`src/rtl/pkt_trailer_append.sv`:
```
// pkt_trailer_append
// Forwards a valid/ready/last byte stream unchanged and appends a 3-byte
// trailer to every packet: length high byte, length low byte, and the
// modulo-256 sum of the payload bytes. The output is a single registered
// AXI-stream stage. pkt_done / pkt_oversize pulse on the cycle the checksum
// byte first appears on m_tdata.
module pkt_trailer_append #(
  parameter int MAX_LEN = 1500
) (
  input  logic       clk,
  input  logic       reset,
  input  logic [7:0] in_data,
  input  logic       in_valid,
  input  logic       in_last,
  output logic       in_ready,
  output logic [7:0] m_tdata,
  output logic       m_tvalid,
  output logic       m_tlast,
  input  logic       m_tready,
  output logic       pkt_done,
  output logic       pkt_oversize
);

  typedef enum logic [1:0] {
    PAY    = 2'd0,
    LEN_HI = 2'd1,
    LEN_LO = 2'd2,
    CHK    = 2'd3
  } state_t;

  localparam logic [15:0] MAX_LEN_W = 16'(MAX_LEN);

  state_t      state;
  state_t      next_state;
  logic [15:0] len;
  logic [15:0] next_len;
  logic [7:0]  sum;
  logic [7:0]  next_sum;

  // Output-register load request produced by the state machine.
  logic        slot;
  logic        load;
  logic [7:0]  load_data;
  logic        load_last;
  logic        done_next;
  logic        oversize_next;

  // The output register can take a new byte when it is empty or draining.
  assign slot     = !m_tvalid || m_tready;
  assign in_ready = (state == PAY) && slot;

  // State register.
  // NOTE: sequential state uses non-blocking (<=) so every flop samples
  // pre-edge values regardless of block evaluation order.
  always_ff @(posedge clk or posedge reset) begin
    if (reset) begin
      state <= PAY;
    end else begin
      state <= next_state;
    end
  end

  // Next-state logic and the byte to load into the output register.
  // NOTE: every signal gets a default first, so no path leaves one
  // unassigned and no latch is inferred.
  always_comb begin
    next_state    = state;
    next_len      = len;
    next_sum      = sum;
    load          = 1'b0;
    load_data     = 8'd0;
    load_last     = 1'b0;
    done_next     = 1'b0;
    oversize_next = 1'b0;
    unique case (state)
      PAY: begin
        if (in_valid && in_ready) begin
          load      = 1'b1;
          load_data = in_data;
          next_len  = len + 16'd1;
          next_sum  = sum + in_data;
          if (in_last) begin
            next_state = LEN_HI;
          end
        end
      end
      LEN_HI: begin
        if (slot) begin
          load       = 1'b1;
          load_data  = len[15:8];
          next_state = LEN_LO;
        end
      end
      LEN_LO: begin
        if (slot) begin
          load       = 1'b1;
          load_data  = len[7:0];
          next_state = CHK;
        end
      end
      CHK: begin
        if (slot) begin
          load          = 1'b1;
          load_data     = sum;
          load_last     = 1'b1;
          done_next     = 1'b1;
          oversize_next = (len > MAX_LEN_W);
          next_len      = 16'd0;
          next_sum      = 8'd0;
          next_state    = PAY;
        end
      end
      default: next_state = PAY;
    endcase
  end

  // Running length and checksum of the current packet.
  always_ff @(posedge clk or posedge reset) begin
    if (reset) begin
      len <= 16'd0;
      sum <= 8'd0;
    end else begin
      len <= next_len;
      sum <= next_sum;
    end
  end

  // Output register: loads on slot, holds everything while stalled.
  always_ff @(posedge clk or posedge reset) begin
    if (reset) begin
      m_tvalid <= 1'b0;
      m_tdata  <= 8'd0;
      m_tlast  <= 1'b0;
    end else if (slot) begin
      m_tvalid <= load;
      if (load) begin
        m_tdata <= load_data;
        m_tlast <= load_last;
      end
    end
  end

  // Packet-completion pulses, aligned with the checksum byte's first cycle.
  always_ff @(posedge clk or posedge reset) begin
    if (reset) begin
      pkt_done     <= 1'b0;
      pkt_oversize <= 1'b0;
    end else begin
      pkt_done     <= done_next;
      pkt_oversize <= oversize_next;
    end
  end

endmodule
```
`config.mk`:
```
export PLATFORM = sky130hd
export DESIGN_NAME = pkt_trailer_append
export DESIGN_NICKNAME = d
export VERILOG_FILES = /design/src/rtl/pkt_trailer_append.sv
export SDC_FILE = /design/constraint.sdc
export NUM_CORES = 1
export LEC_CHECK = 0
export CAP_MARGIN = 20
export CELL_PAD_IN_SITES_DETAIL_PLACEMENT = 1
export CELL_PAD_IN_SITES_GLOBAL_PLACEMENT = 1
export CORE_MARGIN = 2
export CORE_UTILIZATION = 43
export DETAILED_ROUTE_END_ITERATION = 10
export GPL_ROUTABILITY_DRIVEN = 0
export PLACE_DENSITY_LB_ADDON = 0.1
export SETUP_SLACK_MARGIN = 0.1
export SYNTH_ARGS = -nofsm -noshare
export SYNTH_HDL_FRONTEND = slang
export SYNTH_SLANG_ARGS = --single-unit
```
`constraint.sdc`:
```
create_clock -name clk -period 2.7 [get_ports clk]
set_clock_uncertainty 0.1 [all_clocks]
set_input_delay 0.54 -clock clk [delete_from_list [all_inputs] [get_ports clk]]
set_output_delay 0.54 -clock clk [all_outputs]
set_load 0.03 [all_outputs]
```
* After elaboration in Yosys (flattened, before gate mapping)
Cells that the tools add are included.
** Word-level totals
- Bits in registers :: 38
- Input bits :: 13
** Operators by class
- Add/sub/neg operators :: 2
- Order comparisons :: 1
- Equal/unequal tests :: 8
- Multiplexer cells :: 21
- Reductions and logical operators :: 10
** Operators with widths (count)
- two-way mux 16 bit :: 2
- one-hot mux 16 bit (2 select lines) :: 1
- one-hot mux 8 bit (4 select lines) :: 1
- two-way mux 8 bit :: 3
- adder 16 x 1 -> 16 bit, second input constant :: 1
- greater-than comparator 16 x 11 -> 1 bit, second input constant :: 1
- one-hot mux 8 bit (2 select lines) :: 1
- two-way mux 2 bit :: 5
- adder 8 bit :: 1
- inequality test 2 bit, second input constant :: 4
- one-hot mux 2 bit (4 select lines) :: 1
- two-way mux 1 bit :: 6
- AND reduction 5 bit :: 1
- equality test 2 bit, second input constant :: 2
- AND reduction 3 bit :: 1
- OR reduction 3 bit :: 1
- equality test 2 x 1 -> 1 bit, second input constant :: 1
- logical AND 1 bit :: 2
- logical NOT 2 bit :: 1
- inequality test 2 x 1 -> 1 bit, second input constant :: 1
- one-hot mux 1 bit (2 select lines) :: 1
- AND reduction 2 bit :: 1
- nonzero test 2 bit :: 1
- logical NOT 1 bit :: 1
- logical OR 1 bit :: 1

* Depth between registers and ports, before layout
- Depth in word-level cells :: 7
- Gate-level depth with buffers :: 8

* Worst setup path before layout
No wires, ideal clock.
- Kind :: input to register
- Start :: input port in_data[2]
- End :: register sum[7]
- Library setup time :: 102 ps
- Arrival :: 1884 ps
- Setup slack :: 615 ps
- Cell stages on the path :: 6
- Cells stage by stage :: ha_1 o21ai_0 o211ai_1 and3_1 or2_2 o311ai_2
** Between the ends
- Cells in the longest elaborated chain, start to end :: 3
** RTL lines
- start, declared :: line 12 : input logic [7:0] in_data,
- adder 8 bit :: line 81 : next_sum = sum + in_data;
- two-way mux 8 bit :: line 77 : if (in_valid && in_ready) begin
- one-hot mux 8 bit (2 select lines) :: line 75 : unique case (state)
- end signal, assigned :: line 124 : sum <= next_sum;
- end, declared :: line 37 : logic [7:0] sum;
No other way between the ends. The select of a mux whose other input is x is not followed.
A chain may end at the register's enable or synchronous reset.

* Final worst setup path
- Start :: input port in_data[6]
- End :: register sum[7]
Same word-level chain as after synthesis.

==> results.toml <==
[floorplanning]
rows = 26
initial_utilization_pct = 44.8
die_h_um = 76.9
core_um2 = 5110
io_pins = 26
dieWidth_um = 76.9
die-area_um2 = 5920

[status]
status = "finished, final reports clean"

[layout]
final_cell_mix = "dfrtp_1 (38), nand2_1 (30), o21ai_0 (28), clkdlybuf4s50_1 (24)"
layout_commonest_cell = "dfrtp_1"
n_fill_cell = 610
layout-drive-gt1-share_pct = 8.33
antennaDiodeCount = 0
seq_area_um2 = 951
layout.nets = 303
area_growth_syn_to_layout_pct = 18.8
multi_input_area_um2 = 1260

[critical_path]
critical_path_class = "input pin to flop"
worstPathCellList = "clkdlybuf4s50_1 > ha_1 > a21oi_1 > o21ai_0 > and3_1 > or2_2 > o311ai_2"
path_max_fanout = 6
rrSetupSlack_ps = 460
end_kind = "flop"
cp-start-kind = "input pin"
cp_top_family = "compound AO/OA/AOI/OAI gates"
cp_data_arrival_time_ps = 2430
crit_cells = 7
worst-path-buf-inv = 1
cp_data_required_time_ps = 2790
slowest_delay_ps = 460
cp_slowest_cell = "clkdlybuf4s50_1"
r2r_cells = 6

[clocking]
clock-sinks = 38
cts.clk_slew.worst_paths_ps = 70
clkLatencyLatePin_ps = 290
numCtsBuffers = 5
cts_tree = "yes"
postCtsSetupBuffers = 0
post_cts_resized = 0
clock_path_buffers = 2
cts.htree.levels = 2
clockRootBuffer = "clkbuf_8"
cts_hold_buf = 0

[yosys]
yosysWarningCount = 0
synth_cells = 247
ys.flop_type = "dfrtp_1"
synth-seq-cells = 38
syn_avg_cell_area_um2 = 9.25
yosysTopAreaCellShare_pct = 41.6
synth.distinct_cells = 45
ys_seq_area_share_pct = 41.6
netlist_area_um2 = 2290
synth_area_leaders = "dfrtp_1 (42%), ha_1 (7.7%), o21ai_0 (6.1%)"
async_reset_ff_share_pct = 100
synth_nets = 275
synth_edf_count = 0
synth_top_area_cell = "dfrtp_1"

[route]
routed_wl_um = 6070
wl_per_cell_um = 17.5
drt_pass1_iterations = 4
viasPerCell = 5.85
drtIter0Drc = 140
drc_errors = 0
antenna_left = 0
vias = 2024

[worst_hold_path]
hold_path_class = "flop to flop"
holdPathStages = 2

[timing]
finalSetupTns_ps = 0
grt_setup_unrepaired = "false"
hold_viol_final = 0
maxSlewHeadroom_pct = 59.4
worstMarginPinSlew_ps = 607
min_period_over_period_pct = 86.9
maxSlewViolCount = 0
setup_viol = 0
worst_slack_ps = 352
min_period_ps = 2350
fmax_mhz = 426

[place]
port_buffers = 25
dpl.hpwl_um = 4610
dp_slack_ps = 53.3

[job]
maxCapViolCount = 0

[global_routing]
grt_pass1_wl_um = 10600
overflow = 0
grt_use_total_pct = 22.5
grt_antenna_before_repair = 0
grt_pass1_vias = 2104
grt_max_degree = 39

[power_and_ir_drop]
p_int_uw = 1530
seqPwrFrac_pct = 33.8
peakVddDrop_v = 0.000490
p_sw_uw = 1210
power_frac_comb_pct = 51.7
powerDensity_nw_per_um2 = 1010
p_leak_uw = 0.00117
switching_share_pct = 44.2
power_frac_clock_pct = 14.6
flip-flops by register name, summed over array words and instances, names as in the netlist:
name,flops
len,16
sum,8
m_tvalid,1
m_tlast,1
m_tdata,8
state,2
pkt_done,1
pkt_oversize,1
cells in the mapped netlist (all sizes together) (6+ instances only):
cell type  count
a21oi         16
xnor2          6
o22ai          8
o21ai         28
a222oi         8
nand2         30
clkbuf         7
inv            8
nor2          16
ha            14
dfrtp         38
nand3          7
cell families after synthesis:
kind of cell    share of synthesized area (%)
flops                                    41.6
buf+inv                                  3.45
compound gates                           22.3
simple gates                             18.9
mux                                      1.42
fa+ha+maj                                8.54
xor+xnor                                 3.83
path summary, 6_finish.rpt:
path / start / end
hold reg to reg: m_tlast / m_tlast
max in group asynchronous: reset / sum[5]
setup / recovery: in_data[6] / sum[7]
hold / removal: m_tlast / m_tlast
setup reg to reg: state[1] / len[15]
min in group asynchronous: reset / m_tvalid
power groups by stage:
| stage | Combinational [uW] | Clock, uW | Sequential [uW] |
|---|---|---|---|
| floorplan | 847 | 0 | 1010 |
| global placement | 1400 | 0 | 924 |
| detailed placement | 1420 | 0 | 925 |
| CTS | 1430 | 412 | 923 |
| global route | 1580 | 438 | 952 |
| finish | 1420 | 399 | 924 |
area by class of cell:
| cell class | instances | area share, % |
|---|---|---|
| clock buffers | 7 | 3.18 |
| clock inverters | 1 | 0.184 |
| inverters | 8 | 1.11 |
| multi-input cells | 190 | 46.2 |
| flip-flops and latches | 38 | 35.0 |
| well taps | 70 | 3.22 |
| repair buffers | 32 | 11.1 |
worst reg2reg max path: stages, from the launching register on:
cell and delay (ps):
dfrtp_1 410, ha_1 520, mux2_1 270, and2_2 220
nand3_2 120, or3_1 370, a21oi_1 150
through the flow:
step           std cells  power (uW)  cell area (um2)  hold slack [ps]  utilization, %
6_report             346        2740             2720              384            53.2
5_1_grt              346        2970             2720              445            53.2
4_1_cts              346        2760             2720              395            53.2
3_5_place_dp         338        2340             2630              378            51.4
3_3_place_gp         338        2320             2630              363            51.4
2_1_floorplan        247        1860             2290              374               -
metal layers:
| metal | vias up | track usage (%) | share of wire (%) |
|---|---|---|---|
| li1 | 963 | - | - |
| met1 | 1013 | 29.9 | 46 |
| met2 | 40 | 37.7 | 49 |
| met3 | 8 | 3.88 | 3.5 |
| met4 | 0 | 6.73 | 1.1 |
| met5 | - | 0 | 0 |
No activity file was read; power rests on OpenSTA's default activity.
==> RTL change (config.mk and constraints unchanged) <==
Re-encode `state_t` (4 states) as Gray code, 2 bits wide.
--- a/src/rtl/pkt_trailer_append.sv
+++ b/src/rtl/pkt_trailer_append.sv
@@ -22,10 +22,10 @@
 );
 
   typedef enum logic [1:0] {
-    PAY    = 2'd0,
-    LEN_HI = 2'd1,
-    LEN_LO = 2'd2,
-    CHK    = 2'd3
+    PAY    = 2'b00,
+    LEN_HI = 2'b01,
+    LEN_LO = 2'b11,
+    CHK    = 2'b10
   } state_t;
 
   localparam logic [15:0] MAX_LEN_W = 16'(MAX_LEN);
Behaviour: same outputs for any inputs over 10 cycles, from zero or initial values and one cycle with reset high; not proved beyond that.
==> RTL change against the unedited design <==
- power is 12% lower
- synthesized area is 4.8% lower
- critical path depth is 1 higher
- clock power is 1% higher
- sequential cell count stayed put
- count of clock-buffer cells in the layout stayed put
- wire length is 9.4% lower
- final cell count is 9.2% lower
- final area is 4.2% lower
- worst setup slack better by 0.025 ns
==> RTL change: results (changes against the unedited design) <==
[clock_network]
cts_root_buf = clkbuf_8

[grt]
grt_use_met3_pct = 4.15  ; +0.27 points
grt-ovfl-total = 0  ; unchanged
grt_pass1_vias = 1852  ; -12%
gr-usage-met1_pct = 28.4  ; -1.5 points
grt_first_pass_wirelength_mm = 9.38  ; -11%

[status]
status = completed

[finish]
fillers = 545  ; -11%
multi_input_area_share_pct = 44.3  ; -1.9 points
clk_share_pct = 3.51  ; +0.15 points
fin_nets = 269  ; -11%
area_growth_pct = 19.6
drive_gt1_share_pct = 14.6  ; +6.2 points
final_util_pct = 54.4  ; +1.2 points
nonClockBufferCount = 31  ; -3.1%
sh_seq_area_pct = 36.6  ; +1.5 points
layout.nonclk_buf_share_pct = 11.3  ; +0.20 points
multi_input_gates = 162  ; -15%

[power_and_ir_drop]
pwr-share-comb_pct = 45.0  ; -6.7 points
leakagePower_nw = 1.13  ; -3.3%
p_int_mw = 1.40  ; -8.4%
ir_worst_vdd_uv = 526  ; +7.4%
clk-power_uw = 404  ; +1%
p_per_area_nw_per_um2 = 930  ; -7.8%

[placement]
numPlacedInstances = 306  ; -9.5%
dp_slack_ns = 0.108  ; +0.0545 ns
dp_hpwl_mm = 4.08  ; -11%
place_area_um2 = 2510  ; -4.4%

[setup_path]
worst_r2r_path_depth = 7  ; +1
crit_path_end = sum[6]
critPathLaunch = in_data[0]
crit_fanout = 2  ; -4
critPathMaxStageDelay_ns = 0.44  ; -0.02 ns
r2r_end = len[4]

[min_path]
hold_path_end = sum[7]
min_from = sum[7]

[timing]
fin_worst_hold_slack_ns = 0.405  ; +0.0207 ns
fmaxAchievable_ghz = 0.431  ; +1.1%
slew-limit-headroom_pct = 38.2  ; -21 points

[yosys]
synth_area_leaders = dfrtp_1 (44%), ha_1 (5.2%), mux2_2 (4.1%), xnor2_1 (4.0%), nor2_1 (3.5%)
synth_nets = 240  ; -13%
synth_cell_types = 42  ; -6.7%
ys_seq_area_share_pct = 43.7  ; +2.1 points
synth_common_cells = dfrtp_1 (38), nor2_1 (20), nand2_1 (19)

[routing]
wl_met2_mm = 2.84  ; -4.4%
drtPass1Iterations = 6  ; +2
drt_iter0_drc = 100  ; -29%
met1_length_mm = 2.43  ; -14%
vias = 1772  ; -12%
totalWireLength_mm = 5.50  ; -9.4%

[RTL change: cell types whose count changed after synthesis, sizes merged, moves of 4 or more]
cell    delta
nor2       +8
o22ai      -8
clkbuf     -5
xnor2      +4
nand2     -11
mux2       +6
nor3b      -5
ha         -5
o21ai     -19
and2       -4
[RTL change: cells by family (layout without fill, tap and decap cells)]
| group | Yosys count | in the layout | share of synthesized area (%) |
|---|---|---|---|
| simple gates | 78 | 78 | 20.4 |
| compound gates | 47 | 47 | 14.5 |
| flops | 38 | 38 | 43.7 |
| buf+inv | 17 | 47 | 3.34 |
| xor+xnor | 16 | 16 | 6.44 |
| mux | 11 | 11 | 5.52 |
| fa+ha+maj | 10 | 10 | 6.10 |
[RTL change: worst max-delay path, delay by kind of cell]
kind	cells	cell delay (ns)
mux	1	0.16
buf+inv	1	0.44
simple gates	1	0.06
compound gates	3	0.55
fa+ha+maj	2	0.66
